## config.mk

```make
export PLATFORM = sky130hd
export DESIGN_NAME = uart_rx
export DESIGN_NICKNAME = d
export VERILOG_FILES = /design/src/rtl/uart_pkg.sv /design/src/rtl/baud_rate_gen.sv /design/src/rtl/uart_rx.sv
export SDC_FILE = /design/constraint.sdc
export NUM_CORES = 1
export LEC_CHECK = 0
export ABC_CLOCK_PERIOD_IN_PS = 2050
export BUFFER_PORTS_ARGS = -buffer_cell sky130_fd_sc_hd__buf_2
export CELL_PAD_IN_SITES_DETAIL_PLACEMENT = 0
export CELL_PAD_IN_SITES_GLOBAL_PLACEMENT = 2
export CORE_MARGIN = 2
export CORE_UTILIZATION = 37
export CTS_BUF_LIST = sky130_fd_sc_hd__clkbuf_8
export DETAILED_ROUTE_END_ITERATION = 16
export GPL_TIMING_DRIVEN = 0
export PLACE_DENSITY_LB_ADDON = 0.1
export SYNTH_ARGS = -nofsm -noshare
export SYNTH_HDL_FRONTEND = slang
export SYNTH_SLANG_ARGS = --single-unit
```

## constraint.sdc

```tcl
create_clock -name i_clk -period 2.05 [get_ports i_clk]
set_input_delay 0.205 -clock i_clk [delete_from_list [all_inputs] [get_ports i_clk]]
set_output_delay 0.205 -clock i_clk [all_outputs]
set_load 0.02 [all_outputs]
```

## src/rtl/uart_pkg.sv

```systemverilog
// -----------------------------------------------------------------------------
// uart_pkg
// Shared definitions for the UART blocks (uart_rx, uart_tx, uart_interface).
//   uart_state_t    : receiver FSM state encoding (3 bits)
//   OVERSAMPLE      : baud ticks per bit period
//   START_MID       : tick count at which the start bit is re-checked (mid-bit)
//   NB_DATA_DEFAULT : data bits per character shared by all UART blocks
// -----------------------------------------------------------------------------
package uart_pkg;

  typedef enum logic [2:0] {
    ST_IDLE  = 3'd0,
    ST_START = 3'd1,
    ST_DATA  = 3'd2,
    ST_STOP  = 3'd3,
    ST_BREAK = 3'd4
  } uart_state_t;

  localparam int OVERSAMPLE      = 16;
  localparam int START_MID       = 7;
  localparam int NB_DATA_DEFAULT = 8;

endpackage : uart_pkg

```

## src/rtl/baud_rate_gen.sv

```systemverilog
// -----------------------------------------------------------------------------
// baud_rate_gen
// Free-running divider producing a one-cycle tick at 16x the baud rate.
//   DIV = CLK_FREQ / (BAUD_RATE * 16), truncated; DIV < 2 is rejected.
// Ports:
//   i_clk   : system clock
//   i_reset : synchronous active-high reset, counter returns to 0
//   o_tick  : high for one cycle when the counter equals DIV-1
// -----------------------------------------------------------------------------
module baud_rate_gen #(
  parameter int CLK_FREQ  = 50_000_000,
  parameter int BAUD_RATE = 19_200
) (
  input  logic i_clk,
  input  logic i_reset,
  output logic o_tick
);

  localparam int DIV   = CLK_FREQ / (BAUD_RATE * 16);
  localparam int CNT_W = (DIV > 2) ? $clog2(DIV) : 1;

  if (DIV < 2) begin : g_div_check
    $error("baud_rate_gen: DIV must be at least 2");
  end

  localparam logic [CNT_W-1:0] CNT_LAST = CNT_W'(DIV - 1);

  logic [CNT_W-1:0] cnt_q;

  always_ff @(posedge i_clk) begin
    if (i_reset) begin
      cnt_q <= '0;
    end else if (cnt_q == CNT_LAST) begin
      cnt_q <= '0;
    end else begin
      cnt_q <= cnt_q + 1'b1;
    end
  end

  assign o_tick = (cnt_q == CNT_LAST);

endmodule : baud_rate_gen

```

## src/rtl/uart_rx.sv

```systemverilog
// -----------------------------------------------------------------------------
// uart_rx
// 8N1 (by default) UART receiver with 16x oversampling, LSB first.
// Ports:
//   i_clk         : system clock, the only clock
//   i_reset       : synchronous active-high reset
//   i_rx          : asynchronous serial line, idles high
//   o_rx_data     : last correctly framed byte, held until the next good frame
//   o_rx_done     : one-cycle strobe, o_rx_data valid in the same cycle
//   o_frame_error : one-cycle strobe when the stop bit is sampled low
//   o_dbg_state   : current FSM state (uart_state_t encoding)
// Handshake: o_rx_done is a valid-only strobe with no ready; the consumer must
// take o_rx_data in the strobe cycle (it stays stable afterwards anyway).
// -----------------------------------------------------------------------------
module uart_rx
  import uart_pkg::*;
#(
  parameter int CLK_FREQ  = 50_000_000,
  parameter int BAUD_RATE = 19_200,
  parameter int NB_DATA   = NB_DATA_DEFAULT,
  parameter int SB_TICK   = 16
) (
  input  logic               i_clk,
  input  logic               i_reset,
  input  logic               i_rx,
  output logic [NB_DATA-1:0] o_rx_data,
  output logic               o_rx_done,
  output logic               o_frame_error,
  output logic [2:0]         o_dbg_state
);

  localparam int N_W = (NB_DATA > 1) ? $clog2(NB_DATA) : 1;

  if (SB_TICK < 1 || SB_TICK > 16) begin : g_sb_check
    $error("uart_rx: SB_TICK must be in 1..16");
  end

  localparam logic [3:0]     S_START_MID = 4'(START_MID);
  localparam logic [3:0]     S_BIT_LAST  = 4'(OVERSAMPLE - 1);
  localparam logic [3:0]     S_STOP_LAST = 4'(SB_TICK - 1);
  localparam logic [N_W-1:0] N_LAST      = N_W'(NB_DATA - 1);

  // ---------------------------------------------------------------------------
  // Baud tick
  // ---------------------------------------------------------------------------
  logic tick;

  baud_rate_gen #(
    .CLK_FREQ  (CLK_FREQ),
    .BAUD_RATE (BAUD_RATE)
  ) u_baud_rate_gen (
    .i_clk   (i_clk),
    .i_reset (i_reset),
    .o_tick  (tick)
  );

  // ---------------------------------------------------------------------------
  // Two-flop synchroniser; resets to the idle (high) line level so reset
  // release never looks like a start edge.
  // ---------------------------------------------------------------------------
  logic rx_meta;
  logic rx_s;

  always_ff @(posedge i_clk) begin
    if (i_reset) begin
      rx_meta <= 1'b1;
      rx_s    <= 1'b1;
    end else begin
      rx_meta <= i_rx;
      rx_s    <= rx_meta;
    end
  end

  // ---------------------------------------------------------------------------
  // FSM state and datapath registers
  // ---------------------------------------------------------------------------
  uart_state_t        state_q, state_d;
  logic [3:0]         s_q, s_d;
  logic [N_W-1:0]     n_q, n_d;
  logic [NB_DATA-1:0] b_q, b_d;
  logic [NB_DATA-1:0] data_q, data_d;
  logic               done_q, done_d;
  logic               ferr_q, ferr_d;

  always_ff @(posedge i_clk) begin
    if (i_reset) begin
      state_q <= ST_IDLE;
      s_q     <= '0;
      n_q     <= '0;
      b_q     <= '0;
      data_q  <= '0;
      done_q  <= 1'b0;
      ferr_q  <= 1'b0;
    end else begin
      state_q <= state_d;
      s_q     <= s_d;
      n_q     <= n_d;
      b_q     <= b_d;
      data_q  <= data_d;
      done_q  <= done_d;
      ferr_q  <= ferr_d;
    end
  end

  // Next-state logic. Outside IDLE/BREAK every counter update is gated by tick;
  // the IDLE->START transition ignores a coincident tick, so the start bit is
  // checked after a full START_MID+1 ticks.
  always_comb begin
    state_d = state_q;
    s_d     = s_q;
    n_d     = n_q;
    b_d     = b_q;
    data_d  = data_q;
    done_d  = 1'b0;
    ferr_d  = 1'b0;

    case (state_q)
      ST_IDLE: begin
        if (!rx_s) begin
          state_d = ST_START;
          s_d     = '0;
        end
      end

      ST_START: begin
        if (tick) begin
          if (s_q == S_START_MID) begin
            if (!rx_s) begin
              state_d = ST_DATA;
              s_d     = '0;
              n_d     = '0;
            end else begin
              // Line went back high before mid-bit: noise, not a start bit.
              state_d = ST_IDLE;
            end
          end else begin
            s_d = s_q + 4'd1;
          end
        end
      end

      ST_DATA: begin
        if (tick) begin
          if (s_q == S_BIT_LAST) begin
            s_d = '0;
            b_d = {rx_s, b_q[NB_DATA-1:1]};
            if (n_q == N_LAST) begin
              state_d = ST_STOP;
            end else begin
              n_d = n_q + 1'b1;
            end
          end else begin
            s_d = s_q + 4'd1;
          end
        end
      end

      ST_STOP: begin
        if (tick) begin
          if (s_q == S_STOP_LAST) begin
            if (rx_s) begin
              data_d  = b_q;
              done_d  = 1'b1;
              state_d = ST_IDLE;
            end else begin
              ferr_d  = 1'b1;
              state_d = ST_BREAK;
            end
          end else begin
            s_d = s_q + 4'd1;
          end
        end
      end

      ST_BREAK: begin
        // Hold here while the line stays low so a break is reported once.
        if (rx_s) begin
          state_d = ST_IDLE;
        end
      end

      default: begin
        state_d = ST_IDLE;
      end
    endcase
  end

  assign o_rx_data     = data_q;
  assign o_rx_done     = done_q;
  assign o_frame_error = ferr_q;
  assign o_dbg_state   = state_q;

endmodule : uart_rx
```

**After elaboration in Yosys (flattened, before gate mapping)**

Cells that the tools add are included.

- Register bits: 38
- Input bits: 3
- Output and inout bits: 13
- Word-level logic and storage cells: 75

- Add/subtract/negate cells: 3
- Equality and inequality tests: 20
- Muxes and demuxes: 29
- Bitwise operators: 3
- Reduce and logical (&&, ||, !) cells: 10

Operator list:

| operator | count |
|---|---|
| 3-bit 2-to-1 mux | 16 |
| 4-bit 2-to-1 mux | 7 |
| 2-bit != test, second input constant | 12 |
| 4-bit one-hot mux with 4 select lines | 1 |
| 3-bit one-hot mux with 5 select lines | 1 |
| 9-bit AND reduction | 1 |
| 8-bit by 1-bit adder with 8-bit output, second input constant | 1 |
| 8-bit == test, second input constant | 1 |
| 7-bit AND reduction | 1 |
| 3-bit by 2-bit == test with 1-bit output, second input constant | 2 |
| 3-bit == test, second input constant | 2 |
| 3-bit one-hot mux with 2 select lines | 1 |
| 5-bit AND reduction | 1 |
| 4-bit by 1-bit adder with 4-bit output, second input constant | 1 |
| 4-bit by 3-bit == test with 1-bit output, second input constant | 1 |
| 4-bit == test, second input constant | 1 |
| 4-bit AND reduction | 1 |
| 4-bit nonzero test | 1 |
| 4-bit OR reduction | 1 |
| 3-bit by 1-bit adder with 3-bit output, second input constant | 1 |
| 3-bit by 1-bit == test with 1-bit output, second input constant | 1 |
| 3-bit logical NOT | 1 |
| 1-bit inverter | 3 |
| 3-bit AND reduction | 1 |
| 4 further kinds | 5 |

**Depth between registers and ports, before layout**

Gate-level depths: netlist of run 1.

- Depth after elaboration: 5
- Mapped depth: 7
- Depth with buffers taken out: 6

**Hierarchy**

A second synthesis of run 1 with hierarchy kept.

- Cell total of the unflattened synthesis: 186
- Area, all modules: 1745.4 um2

Modules (own cells, without submodules):

| module | times used | cells each | area an instance (um2) | seq. area each (um2) |
|---|---|---|---|---|
| uart_rx | 1 | 147 | 1378.8 | 600.6 |
| baud_rate_gen | 1 | 39 | 366.6 | 160.2 |

**Worst setup path before layout of run 1**

No wires, ideal clock.

- Kind: register to register
- Start: register state_q[1] (netlist: o_dbg_state[1])
- End: register b_q[0]
- Setup time: 0.117 ns
- Arrival: 1.721 ns
- Data required time: 1.933 ns
- Setup slack: 0.211 ns
- Stages on the path, launching flop included: 5
- Buffers on the path: 0
- Period minus slack after synthesis: 1.839 ns
- Cells stage by stage: dfxtp_1 > or3b_2 > nor4_4 > mux2i_1 > nor2_1

- Longest elaborated chain between the ends: 2

Ends and longest elaborated chain:

| element | line | RTL |
|---|---|---|
| start, declared | uart_rx.sv:77 | `uart_state_t state_q, state_d;` |
| start signal, assigned | uart_rx.sv:95 | `state_q <= state_d;` |
| 3-bit by 2-bit == test with 1-bit output | uart_rx.sv:117 | `case (state_q)` |
| 3-bit AND reduction (no source line) | - |  |
| end signal, assigned | uart_rx.sv:90 | `b_q <= '0;` |
| end signal, assigned | uart_rx.sv:98 | `b_q <= b_d;` |
| end, declared | uart_rx.sv:80 | `logic [NB_DATA-1:0] b_q, b_d;` |

No other way between the ends.
A chain may end at the register's enable or synchronous reset.

**Worst setup path in the final report of run 1**

- Start: register s_q[0]
- End: register s_q[1]

- Longest elaborated chain between the ends: 4
- Elaborated cells on any way between the ends: 12
- Those cells by class: add/sub: 1; eq/ne: 3; mux: 7; reduce/logical: 1

Ends and longest elaborated chain:

| element | line | RTL |
|---|---|---|
| start, declared | uart_rx.sv:78 | `logic [3:0] s_q, s_d;` |
| start signal, assigned | uart_rx.sv:88 | `s_q <= '0;` |
| start signal, assigned | uart_rx.sv:96 | `s_q <= s_d;` |
| 4-bit by 1-bit adder with 4-bit output, or another cell as far along | uart_rx.sv:137, uart_rx.sv:153, uart_rx.sv:170 |  |
| 4-bit 2-to-1 mux (on tied branches) | uart_rx.sv:160, uart_rx.sv:127, uart_rx.sv:144 |  |
| 4-bit 2-to-1 mux (on tied branches) | uart_rx.sv:159, uart_rx.sv:126, uart_rx.sv:143 |  |
| 4-bit one-hot mux with 4 select lines | uart_rx.sv:117 |  |

Parallel ways exist; a longest one is shown, timed or not. The select of a mux whose other input is x is not followed.

==> impl_metrics.json, run 1 <==
{
  "run_status": "complete, no violations",
  "drt_iter0_drc": 85,
  "io_pins": 16,
  "via_per_inst": 5.41,
  "die_area_um2": 5270,
  "grt_use_total": 0.166,
  "yosys_warnings": 0,
  "ys_seq_area_frac": 0.437,
  "final_common_cell": "dfxtp_1",
  "fin_nets": 229,
  "fp.dieW_um": 72.6,
  "period_share": 0.936,
  "synth.net_count": 205,
  "crit_path_max_fanout": 6,
  "fin_crit_ns": 1.92,
  "clockBufferDepth": 2,
  "first_pass_iters": 4,
  "coreArea_um2": 4440,
  "drc": 0,
  "hpwl_mm": 2.68,
  "p_leak_nw": 0.776,
  "cts_tree": "yes",
  "placed_area_um2": 1880,
  "finalHoldViolCount": 0,
  "fin_worst_skew_ns": 0.00793,
  "critPathKind": "reg2reg",
  "relSlewSlack": 0.672,
  "overflow": 0,
  "wire_per_inst_um": 13.9,
  "cts_num_sinks": 38,
  "slew_violations": 0,
  "final_cell_mix": "dfxtp_1, nor2_1, nand3_1, buf_2, o21ai_0",
  "dieHeight_um": 72.6,
  "diodes": 0,
  "crit_chain": "ha_1 -> and3_1 -> clkbuf_1 -> and2_1 -> a2111oi_2 -> o2bb2ai_1",
  "pwr_density_cell_nw_per_um2": 671,
  "clk-insertion-delay-late_ns": 0.29,
  "met2_usage": 0.256,
  "rsz0062_at_grt": "yes",
  "irDropWorstVdd_uv": 390,
  "drive_gt1_frac": 0.176,
  "area_growth_pct": 16.0,
  "avgSynthCellArea_um2": 8.83,
  "cp_slowest_cell": "a2111oi_2",
  "synth_area_um2": 1740,
  "cts_buffers": 5,
  "antenna_found_initial": 0,
  "fin_ws_ns": 0.132,
  "yosysUniqueCellTypes": 37,
  "use_met1": 0.221,
  "rows": 24,
  "crit_arrival_ns": 2.09,
  "critPathMaxStageDelay_ns": 0.48,
  "grt_pass1_vias": 1430,
  "cap_violations": 0,
  "hold_ws_ns": 0.0861,
  "start_util": 0.392,
  "start_kind": "register",
  "ctsHoldBuffers": 0,
  "worst_pin_slew_ns": 0.492,
  "finalPower_w": 0.00135,
  "cp-end-kind": "register",
  "routed_wl_mm": 3.81,
  "port_buffers": 14,
  "ys_seq_elements": 38,
  "final_area_um2": 2020,
  "place.gp.congestion": 0.770,
  "cts_root_buf": "clkbuf_8",
  "grt_use_met3": 0.0511,
  "pre_cts_ws_ns": -0.138,
  "min_path_type": "in2reg",
  "grt_pass1_wl_mm": 6.67,
  "grt_max_degree": 13,
  "finalSetupViolCount": 0,
  "postRouteAntennaNets": 0,
  "htreeDepth": 2,
  "top_usage_layer": "met2",
  "crit_required_ns": 2.23,
  "fmax_mhz": 521,
  "clk_pin_slew_worst_paths_ns": 0.08,
  "vias": 1482,
  "synth_cells": 197
}
-- synthesized netlist by cell type --
| master | count | share of area |
|---|---|---|
| a2111oi_2 | 1 | 0.0086 |
| a211oi_1 | 2 | 0.0086 |
| a21oi_1 | 11 | 0.032 |
| a221oi_1 | 1 | 0.0050 |
| a22oi_1 | 1 | 0.0043 |
| a32o_1 | 1 | 0.0058 |
| and2_1 | 2 | 0.0072 |
| and3_1 | 3 | 0.011 |
| and3_2 | 1 | 0.0043 |
| buf_2 | 3 | 0.0086 |
| buf_4 | 1 | 0.0043 |
| clkbuf_1 | 6 | 0.013 |
| dfxtp_1 | 38 | 0.44 |
| ha_1 | 5 | 0.036 |
| inv_1 | 5 | 0.011 |
| mux2i_1 | 11 | 0.063 |
| nand2_1 | 10 | 0.022 |
| nand2b_1 | 1 | 0.0036 |
| nand3_1 | 18 | 0.052 |
| nand3b_1 | 4 | 0.017 |
| nand4_1 | 5 | 0.018 |
| nand4b_1 | 2 | 0.010 |
| nor2_1 | 21 | 0.045 |
| nor2b_1 | 3 | 0.011 |
| nor3_1 | 7 | 0.020 |
| nor4_1 | 1 | 0.0036 |
| nor4_4 | 1 | 0.012 |
| nor4b_1 | 1 | 0.0050 |
| o21ai_0 | 13 | 0.037 |
| o2bb2ai_1 | 2 | 0.010 |
| o31ai_1 | 1 | 0.0043 |
| o41ai_1 | 1 | 0.0050 |
| or2_2 | 3 | 0.011 |
| or3_1 | 1 | 0.0036 |
| or3b_2 | 2 | 0.010 |
| xnor2_1 | 2 | 0.010 |
| xor2_1 | 6 | 0.030 |
-- report_power, final --
group	switching (W)	internal (W)	total [W]	leakage [nW]
sequential	0.00000984	0.000745	0.000755	0.307
combinational	0.0000388	0.0000185	0.0000573	0.421
clock	0.000271	0.000270	0.000541	0.0472
-- critical path: cells and delay by family (launching register included) --
family	cells	cell delay, ns
adder cells (fa/ha/maj)	1	0.27
AO/OA/AOI/OAI	2	0.60
AND/OR/NAND/NOR	2	0.43
buffers and inverters	1	0.15
flip-flops	1	0.34
-- metal layers --
layer  routed length [µm]  up-vias
li1                     -      751
met1                 1810      691
met2                 1770       35
met3                  192        5
met4                   45        0
met5                    0        -
-- what timing repair did --
item                                    CTS  global route
buffers inserted                          1             3
resized for setup                         1             1
pin swaps                                 0             2
endpoints found under the setup margin    6            19
-- area by class of cell --
class / count / area [µm²]
Sequential cell: 38 / 761
Multi-Input combinational cell: 144 / 922
Inverter: 5 / 18.8
Tap cell: 52 / 65.1
Clock buffer: 6 / 82.6
Buffer: 9 / 43.8
Clock inverter: 2 / 12.5
Fill cell: 478 / 2430
Timing Repair Buffer: 18 / 113
-- flip-flops by register name, indices dropped and copies added (netlist names) --
signal	flops
b_q	8
o_rx_data	8
u_baud_rate_gen.cnt_q	8
s_q	4
n_q	3
o_dbg_state	3
o_frame_error	1
o_rx_done	1
rx_meta	1
rx_s	1
-- through the flow --
step           setup TNS [ns]  cells   util
6_report                    0    274  0.454
3_5_place_dp           -0.363    263  0.422
5_1_grt               -0.0144    274  0.454
2_1_floorplan               0    197      -
4_1_cts                     0    272  0.447
3_3_place_gp           -0.273    263  0.422
-- cells by family after synthesis --
group	synth area share
simple gates	0.266
flops	0.437
compound gates	0.121
buf+inv	0.0367
mux	0.0633
xor+xnor	0.0403
fa+ha+maj	0.0359
-- worst paths after layout --
check	cells past startpoint	startpoint	end	slack [ns]
max	6	s_q[0]	s_q[1]	0.13
min	2	i_rx	rx_meta	0.09
max reg2reg	6	s_q[0]	s_q[1]	0.13
min reg2reg	1	rx_meta	rx_s	0.41
No activity file was read; power rests on OpenSTA's default activity.
==> inputs of run 2 (changes only) <==
--- a/config.mk
+++ b/config.mk
@@ -13,7 +13,6 @@
 export CORE_UTILIZATION = 37
 export CTS_BUF_LIST = sky130_fd_sc_hd__clkbuf_8
 export DETAILED_ROUTE_END_ITERATION = 16
-export GPL_TIMING_DRIVEN = 0
 export PLACE_DENSITY_LB_ADDON = 0.1
 export SYNTH_ARGS = -nofsm -noshare
 export SYNTH_HDL_FRONTEND = slang
==> impl_metrics.json, run 2 (synthesis gave the netlist of run 1 again) <==
{
  "reg2reg_depth": 4,
  "rows": 24,
  "place.gp.congestion": 0.867,
  "fin_nets": 227,
  "cp-end-kind": "register",
  "routed_wl_mm": 3.74,
  "grt_max_degree": 26,
  "worst-path-buf-inv": 0,
  "post_cts_resized": 0,
  "relSlewSlack": 0.711,
  "min_path_cells": 2,
  "via_per_inst": 5.28,
  "cts_num_sinks": 38,
  "port_buffers": 15,
  "finalSetupTns_ns": 0,
  "slew_violations": 0,
  "finalSetupViolCount": 0,
  "post-route-util": 0.448,
  "start_util": 0.392,
  "final_area_um2": 1990,
  "final_common_cell": "dfxtp_1",
  "hold_end": "rx_meta",
  "start_kind": "register",
  "power_frac_seq": 0.585,
  "diodes": 0,
  "pwr-share-comb": 0.041,
  "drt_iter0_drc": 113,
  "cp_slowest_cell": "or3_1",
  "final_cell_mix": "dfxtp_1, nor2_1, nand3_1, buf_2, o21ai_0",
  "reg2reg_slack_ns": 0.22,
  "cts_tree": "yes",
  "dieHeight_um": 72.6,
  "crit_chain": "or3_1 -> or2_2 -> a2111oi_2 -> o2bb2ai_1",
  "cellInternalPower_w": 0.000992,
  "p_leak_nw": 0.780,
  "run_status": "complete, no violations",
  "crit_arrival_ns": 2.00,
  "placed_area_um2": 1900,
  "rsz0062_at_grt": "no",
  "overflow": 0,
  "grt_pass1_wl_mm": 6.29,
  "p_clk_frac": 0.374,
  "power.switching_w": 0.000302,
  "p_sw_frac": 0.233,
  "irDropWorstVdd_uv": 369,
  "grt_pass1_vias": 1292,
  "coreArea_um2": 4440,
  "cts_buffers": 5,
  "cap_violations": 0,
  "fp.dieW_um": 72.6,
  "cts_root_buf": "clkbuf_8",
  "die_area_um2": 5270,
  "fin_crit_ns": 1.83,
  "fmax_mhz": 545,
  "crit_required_ns": 2.21,
  "grt_use_total": 0.151,
  "r2r-start": "u_baud_rate_gen.cnt_q[2]",
  "hpwl_mm": 2.66,
  "drc": 0,
  "clk_pin_slew_worst_paths_ns": 0.07,
  "critPathKind": "reg2reg",
  "htreeDepth": 2,
  "holdCritStartpoint": "i_rx",
  "worst_pin_slew_ns": 0.431,
  "period_share": 0.894,
  "vias": 1431,
  "io_pins": 16,
  "pwr_density_cell_nw_per_um2": 650,
  "area_growth_pct": 14.3,
  "first_pass_iters": 4,
  "clockBufferDepth": 2,
  "critical_path.top_delay_family": "simple AND/OR/NAND/NOR gates",
  "crit-reg2reg-capture": "s_q[1]",
  "wire_per_inst_um": 13.8,
  "postRouteAntennaNets": 0,
  "finalPower_w": 0.00129,
  "drive_gt1_frac": 0.183,
  "finalHoldViolCount": 0,
  "fin_worst_skew_ns": 0.00820,
  "min_path_type": "in2reg",
  "clk-insertion-delay-late_ns": 0.28,
  "antenna_found_initial": 0,
  "crit_path_max_fanout": 6,
  "critPathMaxStageDelay_ns": 0.49
}
-- run 2: final cells by class --
type	instances	area, µm²
fill	450	2450
multi-input combinational	144	916
sequential	38	761
timing repair buffer	25	150
clock buffer	5	68.8
tap	52	65.1
inverter	5	18.8
clock inverter	2	10.0
-- run 2: power groups by stage --
stage	Sequential, W	Clock [W]	Combinational, W
after floorplan	0.000771	0	0.0000406
after global placement	0.000774	0	0.0000529
after detailed placement	0.000775	0	0.0000527
after CTS	0.000757	0.000498	0.0000531
after global routing	0.000759	0.000532	0.0000594
final	0.000757	0.000484	0.0000528
-- run 2: routing by layer --
| metal | wire length, µm | global-route usage | vias to the layer above |
|---|---|---|---|
| met3 | 171 | 0.0359 | 5 |
| met4 | 34 | 0.0432 | 0 |
| met2 | 1580 | 0.221 | 33 |
| li1 | - | - | 743 |
| met5 | 0 | 0 | - |
| met1 | 1950 | 0.222 | 650 |
-- run 2: worst max path at each step --
stage | startpoint | to | slack (ns) | cells past startpoint
final | u_baud_rate_gen.cnt_q[2] | s_q[1] | 0.22 | 4
after global routing | u_baud_rate_gen.cnt_q[2] | s_q[3] | 0.01 | 6
after detailed placement | u_baud_rate_gen.cnt_q[0] | s_q[1] | 0.14 | 5
after floorplan | o_dbg_state[1] | b_q[0] | 0.21 | 4
after CTS | u_baud_rate_gen.cnt_q[0] | s_q[3] | 0.11 | 7
after global placement | u_baud_rate_gen.cnt_q[0] | s_q[3] | 0.20 | 7
-- run 2: stage by stage --
| step | hold slack, ns | instances | worst slack (ns) |
|---|---|---|---|
| 2_1_floorplan | 0.309 | 197 | 0.211 |
| 3_3_place_gp | 0.391 | 262 | 0.204 |
| 3_5_place_dp | 0.394 | 262 | 0.138 |
| 4_1_cts | 0.0985 | 269 | 0.114 |
| 5_1_grt | 0.101 | 271 | 0.0103 |
| 6_report | 0.108 | 271 | 0.217 |
-- run 2: what timing repair did --
item                                    CTS  global route
hold buffers                              0             0
endpoints found under the setup margin    0             3
buffers inserted                          0             2
==> inputs of run 3 (changes only) <==
--- a/config.mk
+++ b/config.mk
@@ -5,12 +5,13 @@
 export SDC_FILE = /design/constraint.sdc
 export NUM_CORES = 1
 export LEC_CHECK = 0
+export ABC_AREA = 1
 export ABC_CLOCK_PERIOD_IN_PS = 2050
 export BUFFER_PORTS_ARGS = -buffer_cell sky130_fd_sc_hd__buf_2
 export CELL_PAD_IN_SITES_DETAIL_PLACEMENT = 0
 export CELL_PAD_IN_SITES_GLOBAL_PLACEMENT = 2
 export CORE_MARGIN = 2
-export CORE_UTILIZATION = 37
+export CORE_UTILIZATION = 34
 export CTS_BUF_LIST = sky130_fd_sc_hd__clkbuf_8
 export DETAILED_ROUTE_END_ITERATION = 16
 export PLACE_DENSITY_LB_ADDON = 0.1
==> impl_metrics.json, run 3 <==
{
  "post-cts-setup-buffers": 0,
  "r2r-start": "s_q[1]",
  "irDropWorstVdd_uv": 380,
  "stdcell_count": 376,
  "top_usage_layer": "met2",
  "yosysUniqueCellTypes": 27,
  "wire_per_inst_um": 11.7,
  "startpoint": "s_q[1]",
  "routed_wl_mm": 4.40,
  "avgSynthCellArea_um2": 6.76,
  "synth_top_area_frac": 0.398,
  "p_leak_nw": 1.02,
  "critPathKind": "reg2reg",
  "met2_usage": 0.261,
  "drive_gt1_frac": 0.145,
  "fin_worst_skew_ns": 0.00589,
  "grt_pass1_vias": 1705,
  "synth_common_cells": "nor2_1, nand2_1, dfxtp_1",
  "finalSetupTns_ns": 0,
  "place.gp.congestion": 0.774,
  "holdCritStartpoint": "i_rx",
  "min_path_type": "in2reg",
  "grt_max_degree": 18,
  "diodes": 0,
  "start_util": 0.350,
  "synth_area_um2": 1910,
  "period_share": 0.852,
  "final_common_cell": "nor2_1",
  "clk-insertion-delay-late_ns": 0.30,
  "rows": 27,
  "fin_nets": 311,
  "grt_use_total": 0.159,
  "finalPower_w": 0.00223,
  "cap_violations": 0,
  "cp_slowest_cell": "dfxtp_1",
  "overflow": 0,
  "ys_seq_elements": 38,
  "synth_most_common_cell": "nor2_1",
  "synthArstFlopShare": 0,
  "clk_pin_slew_worst_paths_ns": 0.08,
  "crit_path_max_fanout": 9,
  "ys_seq_area_frac": 0.398,
  "cts_buffers": 5,
  "final_cell_mix": "nor2_1, nand2_1, dfxtp_1, inv_1, nand3_1",
  "nFillCells": 622,
  "vias": 1761,
  "fmax_mhz": 572,
  "io_pins": 16,
  "grt_use_met3": 0.0341,
  "crit_chain": "ha_1 -> nand3_2 -> nor2_1 -> nand2_1 -> nor2_4 -> inv_2 -> nor2_1 -> nor2_1",
  "grt_pass1_wl_mm": 7.80,
  "cts_tree": "yes",
  "place_inst": 368,
  "port_buffers": 15,
  "rsz0062_at_grt": "no",
  "area_growth_pct": 12.9,
  "coreArea_um2": 5470,
  "die_area_um2": 6240,
  "yosys_warnings": 0,
  "drt_iter0_drc": 48,
  "min_path_cells": 2,
  "run_status": "complete, no violations",
  "relSlewSlack": 0.755,
  "fp.dieW_um": 79.0,
  "post_cts_resized": 0,
  "clockBufferDepth": 2,
  "antenna_found_initial": 0,
  "synth.net_count": 291,
  "synth_area_leaders": "dfxtp_1, nor2_1, nand2_1, nand3_1, inv_1",
  "fin_crit_ns": 1.75,
  "cts_num_sinks": 38,
  "dieHeight_um": 79.0,
  "synthFlopType": "dfxtp_1",
  "yosys.area.top_type": "dfxtp_1",
  "first_pass_iters": 4,
  "finalSetupViolCount": 0,
  "htreeDepth": 2,
  "finalHoldViolCount": 0,
  "pwr_density_cell_nw_per_um2": 1030,
  "critPathMaxStageDelay_ns": 0.40,
  "drc": 0,
  "hpwl_mm": 3.25,
  "start_kind": "register",
  "use_met1": 0.205,
  "cts_root_buf": "clkbuf_8",
  "ctsHoldBuffers": 0,
  "postRouteAntennaNets": 0,
  "crit_arrival_ns": 1.94,
  "reg2reg_depth": 8,
  "synth_edf_count": 0,
  "slew_violations": 0,
  "via_per_inst": 4.68,
  "worst_pin_slew_ns": 0.367,
  "cpMostUsedCell": "nor2_1",
  "cp-end-kind": "register",
  "synth_cells": 283,
  "crit_required_ns": 2.24
}
[run 3: cell types whose count changed after synthesis, moves of 5 or more]
cell      delta
o21ai_0      +8
clkbuf_1     -5
nor2_1      +50
mux2i_1     -11
inv_1       +24
nand3_1      +6
nand2_1     +39
[run 3: cell type report]
cell class	count	area, µm²	area share
Tap cell	72	90.1	0.0417
Multi-Input combinational cell	206	985	0.456
Sequential cell	38	761	0.352
Timing Repair Buffer	19	105	0.0487
Clock buffer	6	82.6	0.0382
Clock inverter	2	12.5	0.00579
Inverter	33	124	0.0574
[run 3: cell families after synthesis]
kind of cell | synth area share
simple gates | 0.383
buf+inv | 0.0876
flops | 0.398
compound gates | 0.0903
fa+ha+maj | 0.0327
xor+xnor | 0.00916
[run 3: path summary, 6_finish.rpt]
check	to	slack, ns
setup reg to reg	o_rx_data[1]	0.30
hold / removal	rx_meta	0.08
setup / recovery	o_rx_data[1]	0.30
hold reg to reg	rx_s	0.41
[run 3: worst max-delay path, delay by kind of cell, from the launching register on]
kind / cells / cell delay (ns)
fa+ha+maj: 1 / 0.30
flops: 1 / 0.40
simple gates: 6 / 0.82
buf+inv: 1 / 0.12
[run 3: power by group]
group	switching [W]	total, W	internal (W)
clock	0.000282	0.000552	0.000271
sequential	0.0000982	0.000895	0.000797
combinational	0.000525	0.000787	0.000262
total	0.000905	0.00223	0.00133
[run 3: per-layer routing]
layer / wire [µm] / vias to the layer above
li1: - / 937
met1: 2210 / 792
met2: 2000 / 27
met3: 133 / 5
met4: 57 / 0
met5: 0 / -
[run 3: stage by stage]
step | utilization | worst slack (ns) | hold WS (ns) | instance area, µm²
6_report | 0.395 | 0.303 | 0.0830 | 2160
2_1_floorplan | - | 0.581 | 0.274 | 1910
3_5_place_dp | 0.377 | 0.312 | 0.390 | 2060
4_1_cts | 0.395 | 0.296 | 0.0742 | 2160
5_1_grt | 0.395 | 0.0452 | 0.0771 | 2160
3_3_place_gp | 0.377 | 0.392 | 0.387 | 2060
